<file path="config.mk">
export PLATFORM = sky130hd
export DESIGN_NAME = mem_access
export DESIGN_NICKNAME = d
export VERILOG_FILES = /design/src/rtl/mem_access.sv
export SDC_FILE = /design/constraint.sdc
export NUM_CORES = 1
export LEC_CHECK = 0
export ABC_CLOCK_PERIOD_IN_PS = 2100
export CAP_MARGIN = 20
export CORE_ASPECT_RATIO = 0.5
export CORE_MARGIN = 3
export CORE_UTILIZATION = 30
export CTS_BUF_LIST = sky130_fd_sc_hd__clkbuf_4 sky130_fd_sc_hd__clkbuf_8
export DETAILED_ROUTE_END_ITERATION = 10
export GPL_TIMING_DRIVEN = 0
export SYNTH_ARGS = -nofsm -noshare
export SYNTH_HDL_FRONTEND = slang
export SYNTH_SLANG_ARGS = --single-unit
</file>
<file path="constraint.sdc">
create_clock -name clk -period 2.1 [get_ports clk]
set_input_delay 0.315 -clock clk [delete_from_list [all_inputs] [get_ports clk]]
set_output_delay 0.315 -clock clk [all_outputs]
set_load 0.02 [all_outputs]
</file>
<file path="src/rtl/mem_access.sv">
// MEM pipeline stage: issues loads/stores on the SRAM-like data bus,
// formats load data and stalls the pipeline until the access completes.
module mem_access #(
    parameter int unsigned ADDR_W = 32,
    parameter int unsigned DATA_W = 32
) (
    input  logic              clk,
    input  logic              rst,
    input  logic [3:0]        aluop_i,
    input  logic [ADDR_W-1:0] mem_addr_i,
    input  logic [DATA_W-1:0] reg2_i,
    input  logic [4:0]        wd_i,
    input  logic              wreg_i,
    input  logic [DATA_W-1:0] wdata_i,
    input  logic              stall_i,
    input  logic              flush,
    output logic [4:0]        wd_o,
    output logic              wreg_o,
    output logic [DATA_W-1:0] wdata_o,
    output logic              adel_o,
    output logic              ades_o,
    output logic              stallreq,
    output logic              data_req,
    output logic              data_wr,
    output logic [1:0]        data_size,
    output logic [ADDR_W-1:0] data_addr,
    output logic [DATA_W-1:0] data_wdata,
    input  logic              data_addr_ok,
    input  logic [DATA_W-1:0] data_rdata,
    input  logic              data_data_ok
);

    localparam logic [3:0] OP_LB  = 4'h1;
    localparam logic [3:0] OP_LBU = 4'h2;
    localparam logic [3:0] OP_LH  = 4'h3;
    localparam logic [3:0] OP_LHU = 4'h4;
    localparam logic [3:0] OP_LW  = 4'h5;
    localparam logic [3:0] OP_SB  = 4'h9;
    localparam logic [3:0] OP_SH  = 4'hA;
    localparam logic [3:0] OP_SW  = 4'hB;

    typedef enum logic [1:0] {IDLE, ADDR, DATA, HOLD} state_t;

    state_t            state, state_n;
    logic              discard, discard_n;
    logic              start, hold_load;

    logic [ADDR_W-1:0] lat_addr;
    logic [1:0]        lat_size;
    logic              lat_wr;
    logic [DATA_W-1:0] lat_wdata;
    logic [4:0]        lat_wd;
    logic [3:0]        lat_op;

    logic [DATA_W-1:0] hold_wdata;
    logic [4:0]        hold_wd;
    logic              hold_wreg;

    logic              is_mem, wr_in, misal;
    logic [1:0]        size_in;
    logic [DATA_W-1:0] st_data;
    logic [7:0]        ld_byte;
    logic [15:0]       ld_half;
    logic [DATA_W-1:0] ld_data;
    logic              done_wreg;

    always_comb begin
        is_mem  = 1'b1;
        wr_in   = 1'b0;
        size_in = 2'd2;
        case (aluop_i)
            OP_LB, OP_LBU: size_in = 2'd0;
            OP_LH, OP_LHU: size_in = 2'd1;
            OP_LW:         size_in = 2'd2;
            OP_SB: begin size_in = 2'd0; wr_in = 1'b1; end
            OP_SH: begin size_in = 2'd1; wr_in = 1'b1; end
            OP_SW: begin size_in = 2'd2; wr_in = 1'b1; end
            default:       is_mem = 1'b0;
        endcase
        misal = is_mem && (((size_in == 2'd1) && mem_addr_i[0]) ||
                           ((size_in == 2'd2) && (mem_addr_i[1:0] != 2'b00)));
        case (size_in)
            2'd0:    st_data = {4{reg2_i[7:0]}};
            2'd1:    st_data = {2{reg2_i[15:0]}};
            default: st_data = reg2_i;
        endcase
    end

    always_comb begin
        case (lat_addr[1:0])
            2'd0:    ld_byte = data_rdata[7:0];
            2'd1:    ld_byte = data_rdata[15:8];
            2'd2:    ld_byte = data_rdata[23:16];
            default: ld_byte = data_rdata[31:24];
        endcase
        ld_half = lat_addr[1] ? data_rdata[31:16] : data_rdata[15:0];
        case (lat_op)
            OP_LB:   ld_data = {{24{ld_byte[7]}}, ld_byte};
            OP_LBU:  ld_data = {24'd0, ld_byte};
            OP_LH:   ld_data = {{16{ld_half[15]}}, ld_half};
            OP_LHU:  ld_data = {16'd0, ld_half};
            default: ld_data = data_rdata;
        endcase
    end

    // Completion write-enable also honours a flush arriving in the data_ok cycle itself.
    assign done_wreg = !lat_wr && !discard && !flush;

    always_comb begin
        state_n    = state;
        discard_n  = discard;
        start      = 1'b0;
        hold_load  = 1'b0;
        wd_o       = wd_i;
        wreg_o     = wreg_i;
        wdata_o    = wdata_i;
        adel_o     = 1'b0;
        ades_o     = 1'b0;
        stallreq   = 1'b0;
        data_req   = 1'b0;
        data_wr    = lat_wr;
        data_size  = lat_size;
        data_addr  = (lat_size == 2'd2) ? {lat_addr[ADDR_W-1:2], 2'b00} : lat_addr;
        data_wdata = lat_wdata;
        case (state)
            IDLE: begin
                if (is_mem) begin
                    wreg_o = 1'b0;
                    if (misal) begin
                        adel_o = !wr_in;
                        ades_o = wr_in;
                    end else if (!flush) begin
                        stallreq = 1'b1;
                        start    = 1'b1;
                        state_n  = ADDR;
                    end
                end
            end
            ADDR: begin
                wreg_o   = 1'b0;
                stallreq = 1'b1;
                data_req = 1'b1;
                if (data_addr_ok) begin
                    state_n = DATA;
                    if (flush) discard_n = 1'b1;
                end else if (flush) begin
                    state_n = IDLE;
                end
            end
            DATA: begin
                wreg_o = 1'b0;
                wd_o   = lat_wd;
                if (flush) discard_n = 1'b1;
                if (!data_data_ok) begin
                    stallreq = 1'b1;
                end else begin
                    wdata_o = ld_data;
                    wreg_o  = done_wreg;
                    if (stall_i) begin
                        hold_load = 1'b1;
                        state_n   = HOLD;
                    end else begin
                        state_n = IDLE;
                    end
                end
            end
            HOLD: begin
                wd_o    = hold_wd;
                wreg_o  = hold_wreg && !flush;
                wdata_o = hold_wdata;
                if (!stall_i) state_n = IDLE;
            end
            default: state_n = IDLE;
        endcase
        if (state_n == IDLE) discard_n = 1'b0;
        if (rst) begin
            wd_o       = '0;
            wreg_o     = 1'b0;
            wdata_o    = '0;
            adel_o     = 1'b0;
            ades_o     = 1'b0;
            stallreq   = 1'b0;
            data_req   = 1'b0;
            data_wr    = 1'b0;
            data_size  = '0;
            data_addr  = '0;
            data_wdata = '0;
        end
    end

    always_ff @(posedge clk) begin
        if (rst) begin
            state      <= IDLE;
            discard    <= 1'b0;
            lat_addr   <= '0;
            lat_size   <= '0;
            lat_wr     <= 1'b0;
            lat_wdata  <= '0;
            lat_wd     <= '0;
            lat_op     <= '0;
            hold_wdata <= '0;
            hold_wd    <= '0;
            hold_wreg  <= 1'b0;
        end else begin
            state   <= state_n;
            discard <= discard_n;
            if (start) begin
                lat_addr  <= mem_addr_i;
                lat_size  <= size_in;
                lat_wr    <= wr_in;
                lat_wdata <= st_data;
                lat_wd    <= wd_i;
                lat_op    <= aluop_i;
            end
            if (hold_load) begin
                hold_wdata <= ld_data;
                hold_wd    <= lat_wd;
                hold_wreg  <= done_wreg;
            end
        end
    end

endmodule

</file>
Word level (Yosys, flattened, before mapping)

Index checks and enable logic that the tools add are counted.

Flip-flop bits (word level): 117
Input bits: 144
Output and inout bits: 109
Logic and storage cells: 108

Equality and inequality tests: 21
Muxes and demuxes: 53
Reductions and logical operators: 23

Operators by type and width:

| operator           | number |
|---|---|
| $mux 32            | 4 |
| $pmux 32 s2        | 2 |
| $pmux 32 s4        | 1 |
| $mux 1             | 27 |
| $pmux 8 s3         | 1 |
| $mux 2             | 10 |
| $eq 4x2->1 const B | 4 |
| $mux 16            | 1 |
| $eq 4x3->1 const B | 3 |
| $eq 4x4->1 const B | 3 |
| $eq 2x2->1 const B | 5 |
| $pmux 5 s2         | 1 |
| $reduce_or 3->1    | 3 |
| $eq 4x1->1 const B | 2 |
| $logic_not 2->1    | 4 |
| $pmux 2 s4         | 1 |
| $reduce_or 8->1    | 1 |
| $eq 2x1->1 const B | 3 |
| $logic_and 1x1->1  | 6 |
| $mux 5             | 1 |
| $logic_not 1->1    | 4 |
| $pmux 1 s4         | 1 |
| $pmux 2 s2         | 1 |
| $reduce_bool 2->1  | 2 |
| 6 further kinds    | 6 |

Depth between registers and ports, before layout

Gate-level depths: netlist of the first run.

Word-level depth: 12
Mapped depth: 7
Gate-level depth less buffers: 4

Least setup slack after synthesis of the first run

No wires, ideal clock.

Path type: input port to output port
Start: input aluop_i[1]
End: output ades_o
Data arrival time: 1970 ps
Required time: 1785 ps
Setup slack: -185 ps
Cell stages on the path: 5
Path through: or3b_1 -> buf_2 -> a21oi_4 -> o211ai_1 -> nor4b_1

Cells in the longest elaborated chain, start to end: 11
Elaborated cells between the ends (all ways): 25
Classes of those cells: eq/ne: 10; mux: 7; reduce/logical: 8

Ends and longest elaborated chain:

| what                                            | RTL line | text |
|---|---|---|
| start, declared                                 | 9        | `input logic [3:0] aluop_i,` |
| $eq 4x4->1 (tied with other cells)              | 71       | `case (aluop_i)` |
| $reduce_or 3->1 (no line)                       | --       |  |
| $pmux 2 s2                                      | 71       |  |
| $eq 2x1->1 / $eq 2x2->1 (equally long branches) | 80, 81   |  |
| $logic_and 1x1->1, on equally long branches     | 80, 81   |  |
| $logic_or 1x1->1                                | 80       | `misal = is_mem && (((size_in == 2'd1) && mem_addr_i[0]) \|\|` |
| $logic_and 1x1->1                               | 80       |  |
| $mux 1                                          | 129      | `if (misal) begin` |
| $mux 1 (*)                                      | 127      | `if (is_mem) begin` |
| $mux 1 (*)                                      | 125      | `case (state)` |
| $mux 1 (*)                                      | 176      | `if (rst) begin` |
| end, declared                                   | 21       | `output logic ades_o,` |

Every way passes the cells marked *; elsewhere a longest branch is shown, timed or not.

Worst setup path in the final report of the first run

Start: register lat_op[1]
End: output wdata_o[18]

Cells in the longest elaborated chain, start to end: 5
Elaborated cells between the ends (all ways): 8
Classes of those cells: eq/ne: 4; mux: 4

Ends and longest elaborated chain:

| what                               | RTL line | text |
|---|---|---|
| start, declared                    | 53       | `logic [3:0] lat_op;` |
| start signal, assigned             | 213      | `lat_op <= aluop_i;` |
| $eq 4x3->1 (tied with other cells) | 97       | `case (lat_op)` |
| $pmux 32 s4 (*)                    | 97       |  |
| $mux 32 (*)                        | 154      | `if (!data_data_ok) begin` |
| $pmux 32 s2 (*)                    | 125      |  |
| $mux 32 (*)                        | 176      |  |
| end, declared                      | 19       | `output logic [DATA_W-1:0] wdata_o,` |

Marks and branches as above.

==> results of run 1 <==
repair_timing:
item | 4_1_cts | 5_1_grt
resized for setup | 515 | 71
endpoints found under the setup margin | 217 | 119
pin swaps | 49 | 30
buffers inserted | 45 | 20
gates cloned | 1 | 2
hold endpoints to repair | 0 | 0
stage by stage:
step	power [W]	setup slack, ns	hold slack (ns)
finish	0.006692	-0.5585	0.2040
global route	0.006944	-0.6171	0.1997
CTS	0.006627	-0.5605	0.1683
detailed placement	0.004101	-1.455	0.4408
global placement	0.004077	-1.480	0.4383
floorplan	0.003283	0.001403	0.4250
area by class of cell:
cell class	instances	area [um^2]
timing repair buffer	311	2932
buffer	94	699.4
tap	307	384.1
fill	2181	11490
clock buffer	17	234.0
sequential	117	2366
antenna	2	5.005
inverter	6	27.53
clock inverter	15	193.9
multi-input combinational	693	4943
cell families (layout without fill, tap and decap cells):
logic type | Yosys count | after routing | share of synthesized area [%]
buffers and inverters | 106 | 443 | 6.117
DFF | 117 | 117 | 32.26
muxes | 30 | 30 | 5.635
xor gates and xnor gates | 2 | 2 | 0.2413
and+or+nand+nor | 308 | 308 | 23.28
AOI/OAI and AO/OA | 353 | 353 | 32.47
other | 0 | 2 | 0
placed cells by master, fill, tap and decap left out, drive strengths merged, types with 7 or more instances in the layout:
cell type        n
inv             11
a311oi          18
a222oi           7
dfxtp          117
clkbuf          76
nand3           54
a32oi            9
o2bb2ai         18
buf            141
nand2b          22
clkdlybuf4s50  135
a22oi            9
a2111oi         16
a211oi          30
mux2             7
mux2i           15
and3b           18
mux4             8
clkdlybuf4s15   10
o221ai          16
a41oi           16
nor3            18
nor2b           67
o21ai           75
nand2           35
a21oi          104
dlygate4sd2     59
nor2            65
o211ai          18
critical path: stages (launching register included):
cell and delay (ns):
dfxtp_4 0.36, or4b_4 0.55, buf_4 0.18, o21ai_4 0.07
buf_12 0.15, buf_8 0.12, o211ai_1 0.09, o21ai_1 0.21
buf_4 0.17
path summary, 6_finish.rpt:
path	from	endpoint	slack, ns	cells after the start
hold / removal	aluop_i[3]	lat_op[3]	0.20	3
hold reg to reg	hold_wdata[17]	hold_wdata[17]	0.46	1
setup reg to reg	state[1]	lat_wdata[31]	0.06	8
setup / recovery	lat_op[1]	wdata_o[18]	-0.56	8
registers in the layout (all words and copies together), names as in the netlist:
name and cells:
discard 1, hold_wd 5, hold_wdata 32, hold_wreg 1
lat_addr 32, lat_op 4, lat_size 2, lat_wd 5
lat_wdata 32, lat_wr 1, state 2
per-layer routing:
metal | up-vias | global-route usage (%)
li1 | 4131 | -
met1 | 4399 | 30.63
met2 | 399 | 41.46
met3 | 68 | 4.252
met4 | 0 | 7.686
met5 | - | 0
where the power goes:
group	internal, W	switching, W
sequential	0.00231	0.0000580
clock	0.00120	0.00110
combinational	0.000947	0.00107
==> flow_summary.ini, run 1 <==
[worst_setup_path]
worst-path-max-fanout = 7
worstPathRequired_ns = 1.78
cp-end-kind = primary output
path_class = flop to primary output
crit_arrival_ns = 2.34
worst_setup_path_start_kind = flop

[cts]
root_buffer = clkbuf_8
numCtsBuffers = 17
cts_max_level = 4
cts_tree = yes
clkTransAtPathRegs_ns = 0.08
cts_hold_buffers = 0
clock_sinks = 117
clock_latency_ns = 0.45
clock_path_buffers = 2

[timing]
rsz0062_at_grt = yes
finalSetupViolCount = 35
final-hold-violation-count = 0
finalSetupTns_ns = -16.20
timing.final.ws_setup_ns = -0.5585
clock.fmax_ghz = 0.3761
drv_slew = 0
min_period_ns = 2.659
slew_headroom_pct = 49.01
skew_ns = 0.01598
tightest_slew_ns = 0.7648
fin_crit_sh_pct = 126.6

[status]
violations = setup timing
run_status = finished, violations left

[route]
wl_met1_um = 14260
wire_per_inst_um = 21.68
drc_errors = 0
vias = 8997
drt_wl_total_um = 33860
top_layer = met4
vias_per_cell = 5.760
ant_nets = 0
met3_length_um = 2034
drt_pre_antenna_iters = 9
drt_iter0_drc = 899
met2_length_um = 16690

[die]
core-area_um2 = 23280
ios = 253
die_x_um = 226.0
initial_core_util_pct = 31.19
fp.dieH_um = 116.0
num_rows = 39
die_area_um2 = 26220

[yosys]
yosys.cell_types.count = 67
synth_edf_count = 0
synth_seq_cells = 117
synth_top_area_share_pct = 32.26
synth_area_per_cell_um2 = 7.927
syn_inst = 916
synth.cell_area_um2 = 7261
yosys_most_used_dff = dfxtp_1
yosysTopAreaCell = dfxtp_1
synthesis.nets = 1060
seq_area_frac_synth_pct = 32.26
synth_commonest_cells = dfxtp_1, a21oi_1, nor2b_1, clkbuf_1, nor2_1
synthMostInstantiatedCell = dfxtp_1
ys_async_sr_fraction_pct = 0
yosysWarningCount = 0
ys_top_cells_by_area = dfxtp_1, a21oi_1, nor2b_1, o21ai_0, nand3_1

[global_routing]
antenna_found_initial = 1
grt_overflow = 0
grt_pass1_vias = 8450
grt_util_all_layers_pct = 23.95
grt_max_degree = 17
grt_pass1_wl_um = 48770

[placed_design]
finalWeightedCongestion = 0.9075
hpwl_um = 24120
io_buffers = 251
post-place-cells = 1474
placed_cell_area_um2 = 10160

[layout]
nNetsFinal = 1384
fin_cells = 1562
postLayoutCoreUtil_pct = 50.63
syn_to_final_growth_pct = 62.31
drive_gt1_share_pct = 23.62
design_area_um2 = 11790

[power]
power.density_nw_per_um2 = 567.8
power_leakage_nw = 4.480
peakVddDrop_uv = 379.4

[job]
drv_cap = 0

[worst_hold_path]
hold_class = input port to flop
(Power assumes the default switching activity.)
==> run 2: changes to the inputs <==
Settings changed: DONT_BUFFER_PORTS set to 1.
==> run 2 against run 1 <==
  * Clock power fell by 7%
  * Die area stayed put
  * Combinational power decreased by 19%
  * Global-route usage about the same
  * Routed wire length decreased by 3.1%
  * The flow still finishes with violations (setup timing)
  * Worst hold slack got worse by 0.18 ns
  * Count of clock-buffer cells in the layout grew 1
  * Critical endpoint is now wdata_o[11]
  * Worst setup slack improved by 0.11 ns
  * Sequential share of layout area increased by 3.5 points
  * Sequential cell count stayed put
==> flow_summary.ini, run 2 (synthesized netlist as in run 1, its figures left out) <==
[layout]
seqCellArea_um2 = 2366
multi_input_area_um2 = 5226
fill_cells = 2174
drive_gt1_share_pct = 23.79
largestRegisters = hold_wdata (32), lat_addr (32), lat_wdata (32)
final_cell_mix = dfxtp_1, a21oi_1, nor2b_1, dlygate4sd3_1, nor2_1
final_common_cell = dfxtp_1
design_area_um2 = 10040
syn_to_final_growth_pct = 38.31
fin_cells = 1359
nNetsFinal = 1182

[timing]
drv_slew = 0
finalSetupViolCount = 36
rsz0062_at_grt = yes
timing.final.ws_setup_ns = -0.4515
tightest_slew_ns = 0.7609
clock.fmax_ghz = 0.3919
min_period_ns = 2.552
skew_ns = 0.007317
slew_headroom_pct = 49.28
finalSetupTns_ns = -12.33
fin_crit_sh_pct = 121.5
final-hold-violation-count = 0

[die]
num_rows = 39
fp.dieH_um = 116.0
ios = 253
die_area_um2 = 26220
core-area_um2 = 23280
initial_core_util_pct = 31.19
die_x_um = 226.0

[worst_setup_path]
path_class = flop to primary output
worst_r2r_path_depth = 9
r2r-start = lat_op[1]
cp_cell_sequence = or4b_4 > buf_12 > a21boi_4 > buf_12 > a32oi_4 > a21oi_4
r2r_slack_ns = 0.01
worstPathRequired_ns = 1.78
worst_setup_path_start_kind = flop
crit_arrival_ns = 2.24
worst-path-max-fanout = 7
cp-end-kind = primary output
critPathMaxStageDelay_ns = 0.60
r2r_end = hold_wdata[11]
cpMaxStageDelayCell = or4b_4
cpMostUsedCell = buf_12

[cts]
cts_max_level = 4
clkTransAtPathRegs_ns = 0.08
root_buffer = clkbuf_8
cts_tree = yes
clock_path_buffers = 2
clock_sinks = 117
numCtsBuffers = 17
clock_latency_ns = 0.46

[power]
power.density_nw_per_um2 = 614.1
peakVddDrop_uv = 387.0
power_leakage_nw = 3.328

[worst_hold_path]
hold_class = input port to flop
whs_endpoint = hold_wdata[28]
hp-start = data_rdata[28]
whs_path_depth = 2

[route]
vias_per_cell = 6.160
drc_errors = 0
wire_per_inst_um = 24.15
drt_wl_total_um = 32820
vias = 8371
ant_nets = 0
drt_pre_antenna_iters = 7
drt_iter0_drc = 771

[placed_design]
placed_cell_area_um2 = 7651
pre_cts_slack_ns = -0.7052
io_buffers = 0
post-place-cells = 1223
hpwl_um = 23140
finalWeightedCongestion = 0.8967

[global_routing]
grt_pass1_wl_um = 47910
grt_overflow = 0
antenna_found_initial = 0
grt_util_all_layers_pct = 23.96
grt_pass1_vias = 8065
grt_max_degree = 17

[status]
violations = setup timing
run_status = finished, violations left

[job]
drv_cap = 0
## run 2: cell type report
type | count | share of cell area, %
antenna | 1 | 0.02492
buffer | 96 | 6.118
clock buffer | 18 | 2.467
clock inverter | 14 | 1.545
inverter | 6 | 0.2617
multi-input combinational | 693 | 52.04
sequential | 117 | 23.56
tap | 307 | 3.825
timing repair buffer | 107 | 10.15
## run 2: how the worst max path moves through the flow
stage / from / to / slack, ns / cells after the start
after floorplan: aluop_i[1] / stallreq / 0.001 / 6
final: lat_op[1] / wdata_o[11] / -0.45 / 6
after detailed placement: lat_addr[1] / wdata_o[21] / -0.71 / 6
after global routing: lat_op[1] / wdata_o[0] / -0.53 / 5
after global placement: lat_addr[1] / wdata_o[21] / -0.67 / 6
after CTS: lat_op[2] / wdata_o[21] / -0.43 / 6
## run 2: through the flow
stage                     power, W  hold WS (ns)  util (%)
after floorplan           0.003283        0.4250         -
after global placement    0.003541        0.4383     32.87
after detailed placement  0.003571        0.4398     32.87
after CTS                 0.006083     0.0006387     41.71
after global routing      0.006423      0.001542     43.13
final                     0.006166       0.02260     43.14
## run 2: layer usage
metal | GRT usage [%] | wire, um | up-vias
met4 | 11.34 | 1505 | 0
met2 | 40.95 | 15790 | 414
met3 | 5.594 | 2198 | 105
met1 | 28.91 | 13330 | 4135
met5 | 0 | 0 | -
li1 | - | - | 3717
## run 2: worst max-delay path, delay by kind of cell (launching register included)
family                 cells  cell delay, ns
DFF                        1            0.36
buffers and inverters      2            0.33
and+or+nand+nor            1            0.60
AOI/OAI and AO/OA          3            0.50
## run 2: repair_timing
item	CTS	global route
hold buffers	57	4
setup buffers	31	14
pin swaps	61	22
setup endpoints to repair	120	88
gates resized for setup	202	58
cloned	1	0
hold endpoints to repair	57	4
## run 2: power by group
| group | internal (W) | leakage (nW) | switching, W |
|---|---|---|---|
| Clock | 0.00109 | 0.187 | 0.00106 |
| Sequential | 0.00231 | 0.956 | 0.0000591 |
| Combinational | 0.000664 | 2.18 | 0.000981 |
| Total | 0.00407 | 3.33 | 0.00210 |
